### src/rtl/famicom_input_arbiter_if.sv
// Joystick, keyboard-queue and Famicom serial-port signals between the
// input sources, the arbiter and the Gigatron controller pins.
interface famicom_input_arbiter_if #(
   parameter int FIFO_DEPTH = 4
) ();
   logic [7:0]                    joystick;
   logic                          key_strobe;
   logic [7:0]                    key_ascii;
   logic                          famicom_latch;
   logic                          famicom_pulse;
   logic                          famicom_data;
   logic [$clog2(FIFO_DEPTH):0]   fifo_count;
   logic                          overflow;
   logic                          busy;

   modport master (
      output joystick, key_strobe, key_ascii, famicom_latch, famicom_pulse,
      input  famicom_data, fifo_count, overflow, busy
   );

   modport slave (
      input  joystick, key_strobe, key_ascii, famicom_latch, famicom_pulse,
      output famicom_data, fifo_count, overflow, busy
   );
endinterface

### src/rtl/famicom_input_arbiter.sv
// Famicom controller-port emulation shared between the MiSTer joystick and
// queued ASCII keystrokes; latch/pulse are synchronized into clk_sys.
module famicom_input_arbiter #(
   parameter int FIFO_DEPTH  = 4,
   parameter int HOLD_FRAMES = 3,
   parameter int GAP_FRAMES  = 2
) (
   input  logic                    clk_sys,
   input  logic                    reset,
   famicom_input_arbiter_if.slave  bus
);
   localparam int AW   = $clog2(FIFO_DEPTH);
   localparam int CW   = AW + 1;
   localparam int MAXF = (HOLD_FRAMES > GAP_FRAMES) ? HOLD_FRAMES : GAP_FRAMES;
   localparam int NW   = (MAXF < 2) ? 1 : $clog2(MAXF);
   localparam logic [NW-1:0] HOLD_LAST = NW'(HOLD_FRAMES - 1);
   localparam logic [NW-1:0] GAP_LAST  = NW'(GAP_FRAMES - 1);
   localparam logic [CW-1:0] FULL_CNT  = CW'(FIFO_DEPTH);

   typedef enum logic [1:0] {ST_IDLE, ST_HOLD, ST_GAP} state_t;

   logic latch_s1_q, latch_s2_q, latch_h_q, latch_s1_d, latch_s2_d, latch_h_d;
   logic pulse_s1_q, pulse_s2_q, pulse_h_q, pulse_s1_d, pulse_s2_d, pulse_h_d;
   logic [7:0]    sr_q, sr_d;
   logic [7:0]    cur_q, cur_d;
   logic [NW-1:0] cnt_q, cnt_d;
   state_t        state_q, state_d;
   logic [CW-1:0] count_q, count_d;
   logic [AW-1:0] wr_ptr_q, wr_ptr_d, rd_ptr_q, rd_ptr_d;
   logic          overflow_q, overflow_d;
   logic [7:0]    mem_q [FIFO_DEPTH];

   logic       latch_rise, pulse_fall, joy_active, key_valid, push, pop;
   logic [7:0] joy_byte, pres_byte;

   assign latch_rise = latch_s2_q & ~latch_h_q;
   assign pulse_fall = ~pulse_s2_q & pulse_h_q;
   assign joy_active = |bus.joystick;
   // Famicom order is A,B,Select,Start,Up,Down,Left,Right from bit0, active-low.
   assign joy_byte   = ~{bus.joystick[0], bus.joystick[1], bus.joystick[2], bus.joystick[3],
                         bus.joystick[7], bus.joystick[6], bus.joystick[5], bus.joystick[4]};
   assign key_valid  = bus.key_strobe & (bus.key_ascii != 8'h00);
   assign push       = key_valid & (count_q != FULL_CNT);

   always_comb begin
      latch_s1_d = bus.famicom_latch;
      latch_s2_d = latch_s1_q;
      latch_h_d  = latch_s2_q;
      pulse_s1_d = bus.famicom_pulse;
      pulse_s2_d = pulse_s1_q;
      pulse_h_d  = pulse_s2_q;
   end

   // Scheduler only moves on frames the keyboard actually owns.
   always_comb begin
      state_d = state_q;
      cnt_d   = cnt_q;
      cur_d   = cur_q;
      pop     = 1'b0;
      case (state_q)
         ST_IDLE: begin
            if (!latch_rise && !joy_active && count_q != '0) begin
               pop     = 1'b1;
               cur_d   = mem_q[rd_ptr_q];
               cnt_d   = '0;
               state_d = ST_HOLD;
            end
         end
         ST_HOLD: begin
            if (latch_rise && !joy_active) begin
               if (cnt_q == HOLD_LAST) begin
                  cnt_d   = '0;
                  state_d = ST_GAP;
               end else begin
                  cnt_d = cnt_q + NW'(1);
               end
            end
         end
         ST_GAP: begin
            if (latch_rise && !joy_active) begin
               if (cnt_q == GAP_LAST) begin
                  cnt_d   = '0;
                  state_d = ST_IDLE;
               end else begin
                  cnt_d = cnt_q + NW'(1);
               end
            end
         end
         default: state_d = ST_IDLE;
      endcase
   end

   always_comb begin
      if (joy_active)
         pres_byte = joy_byte;
      else if (state_q == ST_HOLD)
         pres_byte = ~cur_q;
      else
         pres_byte = 8'hFF;

      sr_d = sr_q;
      if (latch_rise)
         sr_d = pres_byte;
      else if (pulse_fall)
         sr_d = {1'b1, sr_q[7:1]};

      wr_ptr_d   = push ? wr_ptr_q + AW'(1) : wr_ptr_q;
      rd_ptr_d   = pop  ? rd_ptr_q + AW'(1) : rd_ptr_q;
      count_d    = count_q;
      if (push && !pop)
         count_d = count_q + CW'(1);
      else if (pop && !push)
         count_d = count_q - CW'(1);
      overflow_d = key_valid & ~push;
   end

   always_ff @(posedge clk_sys) begin
      if (reset) begin
         latch_s1_q <= 1'b0;
         latch_s2_q <= 1'b0;
         latch_h_q  <= 1'b0;
         pulse_s1_q <= 1'b0;
         pulse_s2_q <= 1'b0;
         pulse_h_q  <= 1'b0;
         sr_q       <= 8'hFF;
         cur_q      <= 8'h00;
         cnt_q      <= '0;
         state_q    <= ST_IDLE;
         count_q    <= '0;
         wr_ptr_q   <= '0;
         rd_ptr_q   <= '0;
         overflow_q <= 1'b0;
      end else begin
         latch_s1_q <= latch_s1_d;
         latch_s2_q <= latch_s2_d;
         latch_h_q  <= latch_h_d;
         pulse_s1_q <= pulse_s1_d;
         pulse_s2_q <= pulse_s2_d;
         pulse_h_q  <= pulse_h_d;
         sr_q       <= sr_d;
         cur_q      <= cur_d;
         cnt_q      <= cnt_d;
         state_q    <= state_d;
         count_q    <= count_d;
         wr_ptr_q   <= wr_ptr_d;
         rd_ptr_q   <= rd_ptr_d;
         overflow_q <= overflow_d;
      end
   end

   always_ff @(posedge clk_sys) begin
      if (push)
         mem_q[wr_ptr_q] <= bus.key_ascii;
   end

   assign bus.famicom_data = sr_q[0];
   assign bus.fifo_count   = count_q;
   assign bus.overflow     = overflow_q;
   assign bus.busy         = (state_q != ST_IDLE);
endmodule

### src/flat_wrapper.sv
// flat-port wrapper written by rule: the top's interface ports become plain ports
module famicom_input_arbiter_flat 
#(
   parameter int FIFO_DEPTH  = 4,
   parameter int HOLD_FRAMES = 3,
   parameter int GAP_FRAMES  = 2
)
  (clk_sys, reset, bus_joystick, bus_key_strobe, bus_key_ascii, bus_famicom_latch, bus_famicom_pulse, bus_famicom_data, bus_fifo_count, bus_overflow, bus_busy);
  famicom_input_arbiter_if #(.FIFO_DEPTH(FIFO_DEPTH)) bus_i ();
  input  logic clk_sys;
  input  logic reset;
  input wire logic [$bits(bus_i.joystick)-1:0] bus_joystick;
  input wire logic [$bits(bus_i.key_strobe)-1:0] bus_key_strobe;
  input wire logic [$bits(bus_i.key_ascii)-1:0] bus_key_ascii;
  input wire logic [$bits(bus_i.famicom_latch)-1:0] bus_famicom_latch;
  input wire logic [$bits(bus_i.famicom_pulse)-1:0] bus_famicom_pulse;
  output wire logic [$bits(bus_i.famicom_data)-1:0] bus_famicom_data;
  output wire logic [$bits(bus_i.fifo_count)-1:0] bus_fifo_count;
  output wire logic [$bits(bus_i.overflow)-1:0] bus_overflow;
  output wire logic [$bits(bus_i.busy)-1:0] bus_busy;
  assign bus_i.joystick = bus_joystick;
  assign bus_i.key_strobe = bus_key_strobe;
  assign bus_i.key_ascii = bus_key_ascii;
  assign bus_i.famicom_latch = bus_famicom_latch;
  assign bus_i.famicom_pulse = bus_famicom_pulse;
  assign bus_famicom_data = bus_i.famicom_data;
  assign bus_fifo_count = bus_i.fifo_count;
  assign bus_overflow = bus_i.overflow;
  assign bus_busy = bus_i.busy;
  famicom_input_arbiter #(.FIFO_DEPTH(FIFO_DEPTH), .HOLD_FRAMES(HOLD_FRAMES), .GAP_FRAMES(GAP_FRAMES)) u_core (.clk_sys(clk_sys), .reset(reset), .bus(bus_i));
endmodule
### config.mk
export PLATFORM = sky130hd
export DESIGN_NAME = famicom_input_arbiter_flat
export DESIGN_NICKNAME = d
export VERILOG_FILES = /design/src/rtl/famicom_input_arbiter_if.sv /design/src/rtl/famicom_input_arbiter.sv /design/src/flat_wrapper.sv
export SDC_FILE = /design/constraint.sdc
export NUM_CORES = 1
export LEC_CHECK = 0
export CORE_MARGIN = 1.5
export CORE_UTILIZATION = 67
export CTS_CLUSTER_DIAMETER = 50
export DETAILED_ROUTE_END_ITERATION = 10
export DONT_BUFFER_PORTS = 1
export HOLD_SLACK_MARGIN = 0.08
export PLACE_DENSITY = 0.95
export SLEW_MARGIN = 20
export SYNTH_ARGS = -nofsm -noshare
export SYNTH_HDL_FRONTEND = slang
export SYNTH_SLANG_ARGS = --single-unit
### constraint.sdc
create_clock -name clk_sys -period 6.33 [get_ports clk_sys]
set_clock_uncertainty 0.15 [all_clocks]
set_input_delay 1.5825 -clock clk_sys [delete_from_list [all_inputs] [get_ports clk_sys]]
set_output_delay 1.5825 -clock clk_sys [all_outputs]
set_load 0.1 [all_outputs]
==> After elaboration in Yosys (flattened, before gate mapping) <==
Memory sizes are Yosys's and may differ from the RTL's. A register that Yosys moved wholly into a read port is not among the register bits.
Index checks and enable logic that the tools add are counted.
{ "totals": {"regBits": 26, "ramBits": 32, "output_inout_bits": 6, "mem_count": 1} }
{ "mem_list": {"columns": ["name", "words", "word_bits", "read_ports", "rd_clocked_by_memory_dff", "wr", "line_no", "rtl"], "rows": [
  ["u_core.mem_q", 4, 8, 1, 1, 1, "famicom_input_arbiter.sv:31", "logic [7:0] mem_q [FIFO_DEPTH];"]
]} }
{ "classes": {"addsub": 5, "eq_ne": 10, "n_mux": 22, "n_bitwise": 10, "n_reduce_logical": 20} }
{ "ops": {"columns": ["operator", "count"], "rows": [
  ["$mux 8", 4],
  ["$mux 2", 10],
  ["$not 8->8", 2],
  ["$pmux 2 s3", 2],
  ["$ne 2x1->1 const B", 5],
  ["$reduce_bool 8->1", 1],
  ["$reduce_or 8->1", 1],
  ["$add 2x1->2 const B", 3],
  ["$mux 3", 2],
  ["$reduce_bool 2->1", 3],
  ["$reduce_bool 3->1", 2],
  ["$and 1x1->1", 5],
  ["$logic_and 1x1->1", 5],
  ["$reduce_and 5->1", 1],
  ["$eq 2x1->1 const B", 2],
  ["$eq 2x2->1 const B", 2],
  ["$logic_not 1->1", 4],
  ["$mux 1", 4],
  ["$reduce_and 4->1", 1],
  ["$add 3x1->3 const B", 1],
  ["$ne 3x3->1 const B", 1],
  ["$not 1->1", 3],
  ["$sub 3x1->3 const B", 1],
  ["$logic_not 2->1", 1],
  ["$reduce_and 2->1", 1]
]} }

==> Depth between registers and ports, before layout <==
{ "depth": {"ltp_word": 10, "mapped_depth": 10, "depth_no_buf": 9} }

==> Worst setup path before layout <==
Ideal clock, no wire load.
{ "synth_timing": {"path_kind": "input port to flip-flop", "startpoint": "input bus_joystick[1]", "endpoint": "register u_core.count_q[2], in the netlist u_core.bus.fifo_count[2]", "arrival_ns": 3.509, "required_ns": 6.109, "slack_ns": 2.600, "stages": 10, "cell_sequence": "nor4_4 > and4_2 > clkbuf_1 > nand2_1 > ha_1 > inv_1 > fa_1 > xor2_1 > or3_1 > a21oi_1"} }
{ "synth_between": {"elab_chain_cells": 9} }
{ "synth_rtl": {"columns": ["element", "line_no", "rtl"], "rows": [
  ["start, declared", "flat_wrapper.sv:12", "input wire logic [$bits(bus_i.joystick)-1:0] bus_joystick;"],
  ["$reduce_or 8->1 (*)", "famicom_input_arbiter.sv:38", "assign joy_active = |bus.joystick;"],
  ["$logic_not 1->1 (*)", "famicom_input_arbiter.sv:62", "if (!latch_rise && !joy_active && count_q != '0) begin"],
  ["$logic_and 1x1->1 (*) (2 in series)", "famicom_input_arbiter.sv:62", null],
  ["$mux 1 (*)", "famicom_input_arbiter.sv:62", null],
  ["$mux 1 (*)", "famicom_input_arbiter.sv:60", "case (state_q)"],
  ["$logic_not 1->1", "famicom_input_arbiter.sv:110", "if (push && !pop)"],
  ["$logic_and 1x1->1", "famicom_input_arbiter.sv:110", null],
  ["$mux 3 or $reduce_bool 2->1 (tied branches)", null, null],
  ["end signal, assigned", "famicom_input_arbiter.sv:144", "count_q <= count_d;"],
  ["end, declared", "famicom_input_arbiter.sv:28", "logic [CW-1:0] count_q, count_d;"]
]} }
Mark *: on every way between the ends. The rest lies on a longest branch, timed or not.
A chain may end at the register's enable or synchronous reset.

==> Worst setup path after layout <==
{ "layout_timing": {"startpoint": "register u_core.state_q[1]", "endpoint": "output bus_busy"} }
{ "layout_between": {"elab_chain_cells": 1} }
{ "layout_rtl": {"columns": ["element", "line_no", "rtl"], "rows": [
  ["start, declared", "famicom_input_arbiter.sv:27", "state_t state_q, state_d;"],
  ["start signal, assigned", "famicom_input_arbiter.sv:143", "state_q <= state_d;"],
  ["$reduce_bool 2->1", "famicom_input_arbiter.sv:159", "assign bus.busy = (state_q != ST_IDLE);"],
  ["end, declared", "flat_wrapper.sv:20", "output wire logic [$bits(bus_i.busy)-1:0] bus_busy;"]
]} }
No other way between the ends.

==> impl_summary.txt <==
----------------------------------------------------
[Hold path]
  WHS Path Cells ... 2
  Worst hold path endpoint ... u_core.pulse_h_q$_SDFF_PP0_
  Hold path startpoint ... u_core.pulse_h_d$_SDFF_PP0_
  Worst hold path class ... flip-flop to flip-flop

[Yosys]
  Count of warnings emitted by yosys ... 0
  Post-synthesis mux area share ... 8.116%
  Combinational family with the most area after synthesis ... compound AO/OA/AOI/OAI gates
  Mean post-synth cell area ... 12.23 um^2
  Cell area after synthesis ... 0.002836 mm^2
  Simple-gate portion of the synthesized area ... 12.40%
  Share of synthesized flip-flops with an asynchronous set or reset ... 0%
  Compound-Gate Fraction of Synth Area ... 13.01%
  Synthesized flop and latch total ... 66
  Post-synthesis adder-cell area fraction ... 4.235%
  Post-synthesis cell type count ... 40
  Nets in the synthesized netlist ... 262
  XOR/XNOR share of the synthesized area ... 0.9263%
  Synthesized netlist cell count ... 232
  Post-synthesis sequential area ratio ... 57.87%
  Ys flop type ... dfxtp_1
  Post-synth EDFFs ... 32

[Setup path]
  Crit path launch type ... flip-flop
  WP data arrival ... 2.22 ns
  Worst R2R End ... u_core.bus.fifo_count[2]$_SDFFE_PP0P_
  Launch point of the worst reg-to-reg path ... u_core.bus.fifo_count[0]$_SDFFE_PP0P_
  Critical-path maximum fanout ... 13
  Worst setup slack for register-to-register paths ... 2.81 ns
  Critical Path Source ... u_core.state_q[1]$_SDFFE_PP0P_
  Crit Path Class ... flip-flop to output pin
  Endpoint kind of the worst setup timing path ... output pin
  Worst r2r path cells ... 8
  Endpoint required time on the critical path ... 4.60 ns

[Run status]
  Run status ... finished clean

[Clocking]
  TritonCTS clock tree ... done
  Clock net sink count ... 66
  Deepest level of the CTS H-tree ... 3
  Clock buffers created by TritonCTS ... 9
  Clk Tree Root Cell ... clkbuf_8
  Worst-path clk slew ... 0.07 ns
  Clk buf depth ... 2
  Post-cts repair resize count ... 0
  Clock Latency Late Sink ... 0.33 ns
  Post-CTS Setup Repair Bufs ... 0
  Hold buffer count at CTS ... 0

[Timing]
  Worst Max-Slew Pin Slew ... 1.113 ns
  Worst hold-check slack ... 0.2867 ns
  Setup-violating endpoint count in the final report ... 0
  Period utilisation layout ... 62.46%
  RSZ-0062 raised after global routing ... no
  Final hold violation count ... 0
  Final critical path time including I/O delays and setup ... 3.953 ns
  Worst slew margin relative to its limit ... 25.67%
  Final Slew Violations ... 0
  Maximum operating frequency ... 0.2529 GHz
  Fin Setup TNS ... 0 ns

[Cells and area]
  Count of antenna diodes in the layout ... 0
  Share of cells above drive strength 1 ... 12.71%
  Core Util, Final ... 75.84%
  Cell area after layout ... 0.003055 mm^2
  Nets ... 261
  Layout-stage area growth over the synthesis result ... 7.719%

[Floorplan]
  Core Rows ... 23
  Ports placed on the boundary ... 27
  Effective utilization at floorplan ... 70.40%
  DIE AREA ... 0.004633 mm^2
  Chip width ... 68.07 um
  Core box area ... 0.004029 mm^2
  Die boundary height ... 68.07 um

[Global routing]
  Gr ovfl total ... 0
  Antenna violations before repair ... 0
  First-pass GRT wire length ... 8107 um
  Via count of the first global-routing pass ... 1707
  Maximum number of pins on one net before global-route repair ... 33
  Total GRT Usage ... 25.13%

[Place]
  GP Congestion ... 0.8016
  Post-DP HPWL ... 3448 um
  I/O Buffers ... 0
  Area after detailed placement ... 0.002858 mm^2

[Route]
  Initial detailed-routing violation count ... 173
  Post-route ant nets ... 0
  Total via count after detailed routing ... 1804
  Total iterations of the first detailed-routing run ... 4
  Wire length per cell after detailed routing ... 17.85 um
  Routed via count divided by cell count ... 6.308
  Residual DRC ... 0
  Routed Wire Length ... 5106 um

[Pwr]
  Total power consumption of the routed design ... 0.9881 mW
  Power density over cell area ... 323.4 mW/mm^2
  Largest voltage drop on the vdd net ... 0.2047 mV
  Reported leakage power ... 1.028 nW

[Job]
  Max-capacitance violation count ... 0

----------------------------------------------------
layer usage:
| layer | vias to the layer above | share of wire, % | track usage, % |
|---|---|---|---|
| met5 | - | 0 | 0 |
| met4 | 0 | 1.0 | 8.000 |
| met3 | 8 | 6.7 | 10.69 |
| met2 | 69 | 51 | 42.35 |
| met1 | 868 | 42 | 29.02 |
| li1 | 859 | - | - |
layout make-up:
| type | instances | area [um^2] |
|---|---|---|
| flip-flops and latches | 66 | 1642 |
| multi-input cells | 140 | 1097 |
| fillers | 257 | 973.4 |
| clock buffers | 14 | 162.7 |
| well taps | 50 | 62.56 |
| inverters | 13 | 48.80 |
| clock inverters | 2 | 35.03 |
| repair buffers | 1 | 7.507 |
Yosys cell counts, drive strengths merged (4+ instances only):
cell type  number  area share [%]
dfxtp          34              24
edfxtp         32              34
a21oi          19             3.4
o21ai          18             3.2
nor2           14             1.9
inv            13             1.7
clkbuf         12             1.6
nand3          11             1.9
ha              8             3.5
mux4            8             6.4
nor2b           8             1.8
a221o           7             2.5
nand2           7            0.93
mux2i           5             1.8
nor4            5             2.2
and2            4            0.88
layout by cell type, fill, tap and decap left out, drive strengths merged, types with 4 or more instances in the layout:
cell    instances
o21ai          18
dfxtp          34
nor4            5
and2            4
nor2b           8
nand3          11
mux4            8
inv            12
a21oi          19
edfxtp         32
nor2           14
ha              8
a221o           7
mux2i           5
nand2           7
clkbuf         14
report_power, final:
part	leakage [nW]	switching, mW	internal (mW)	total [mW]
clock	0.101	0.143	0.203	0.346
combinational	0.357	0.0666	0.0407	0.107
sequential	0.571	0.0556	0.479	0.535
total	1.03	0.265	0.723	0.988
worst max-delay path, stage by stage (launching register included):
cell and delay, ns:
dfxtp_1 0.31, inv_1 0.11, ha_1 0.47, clkinv_1 1.00
through the flow:
stage	worst slack, ns	std cells
3_3_place_gp	2.627	270
6_report	2.377	286
5_1_grt	2.238	286
3_5_place_dp	2.573	270
4_1_cts	2.555	286
2_1_floorplan	2.600	232
how the worst max path moves through the flow:
| stage | endpoint | depth (start not counted) |
|---|---|---|
| after floorplan | u_core.bus.fifo_count[2]$_SDFFE_PP0P_ | 10 |
| after global placement | u_core.bus.fifo_count[2]$_SDFFE_PP0P_ | 9 |
| after detailed placement | u_core.bus.fifo_count[2]$_SDFFE_PP0P_ | 9 |
| after CTS | bus_busy | 3 |
| after global routing | bus_busy | 3 |
| final | bus_busy | 3 |
kinds of logic (layout without fill, tap and decap cells):
kind of cell | count (synthesis) | count (layout)
and+or+nand+nor | 60 | 60
AOI/OAI and AO/OA | 55 | 55
adders and majority gates | 9 | 9
xor gates and xnor gates | 3 | 3
buffers and inverters | 26 | 30
DFF | 66 | 66
muxes | 13 | 13
sequential cells by signal (all words and copies together) (netlist names):
name and cells:
u_core.state_q 2, u_core.latch_h_q 1, u_core.wr_ptr_q 2, u_core.latch_s1_q 1
u_core.latch_h_d 1, u_core.bus.overflow 1, u_core.pulse_s1_q 1, u_core.mem_q 32
u_core.bus.fifo_count 3, u_core.pulse_h_q 1, u_core.cur_q 8, u_core.cnt_q 2
u_core.rd_ptr_q 2, u_core.sr_q 8, u_core.pulse_h_d 1
Power figures use the tool's default switching activity.
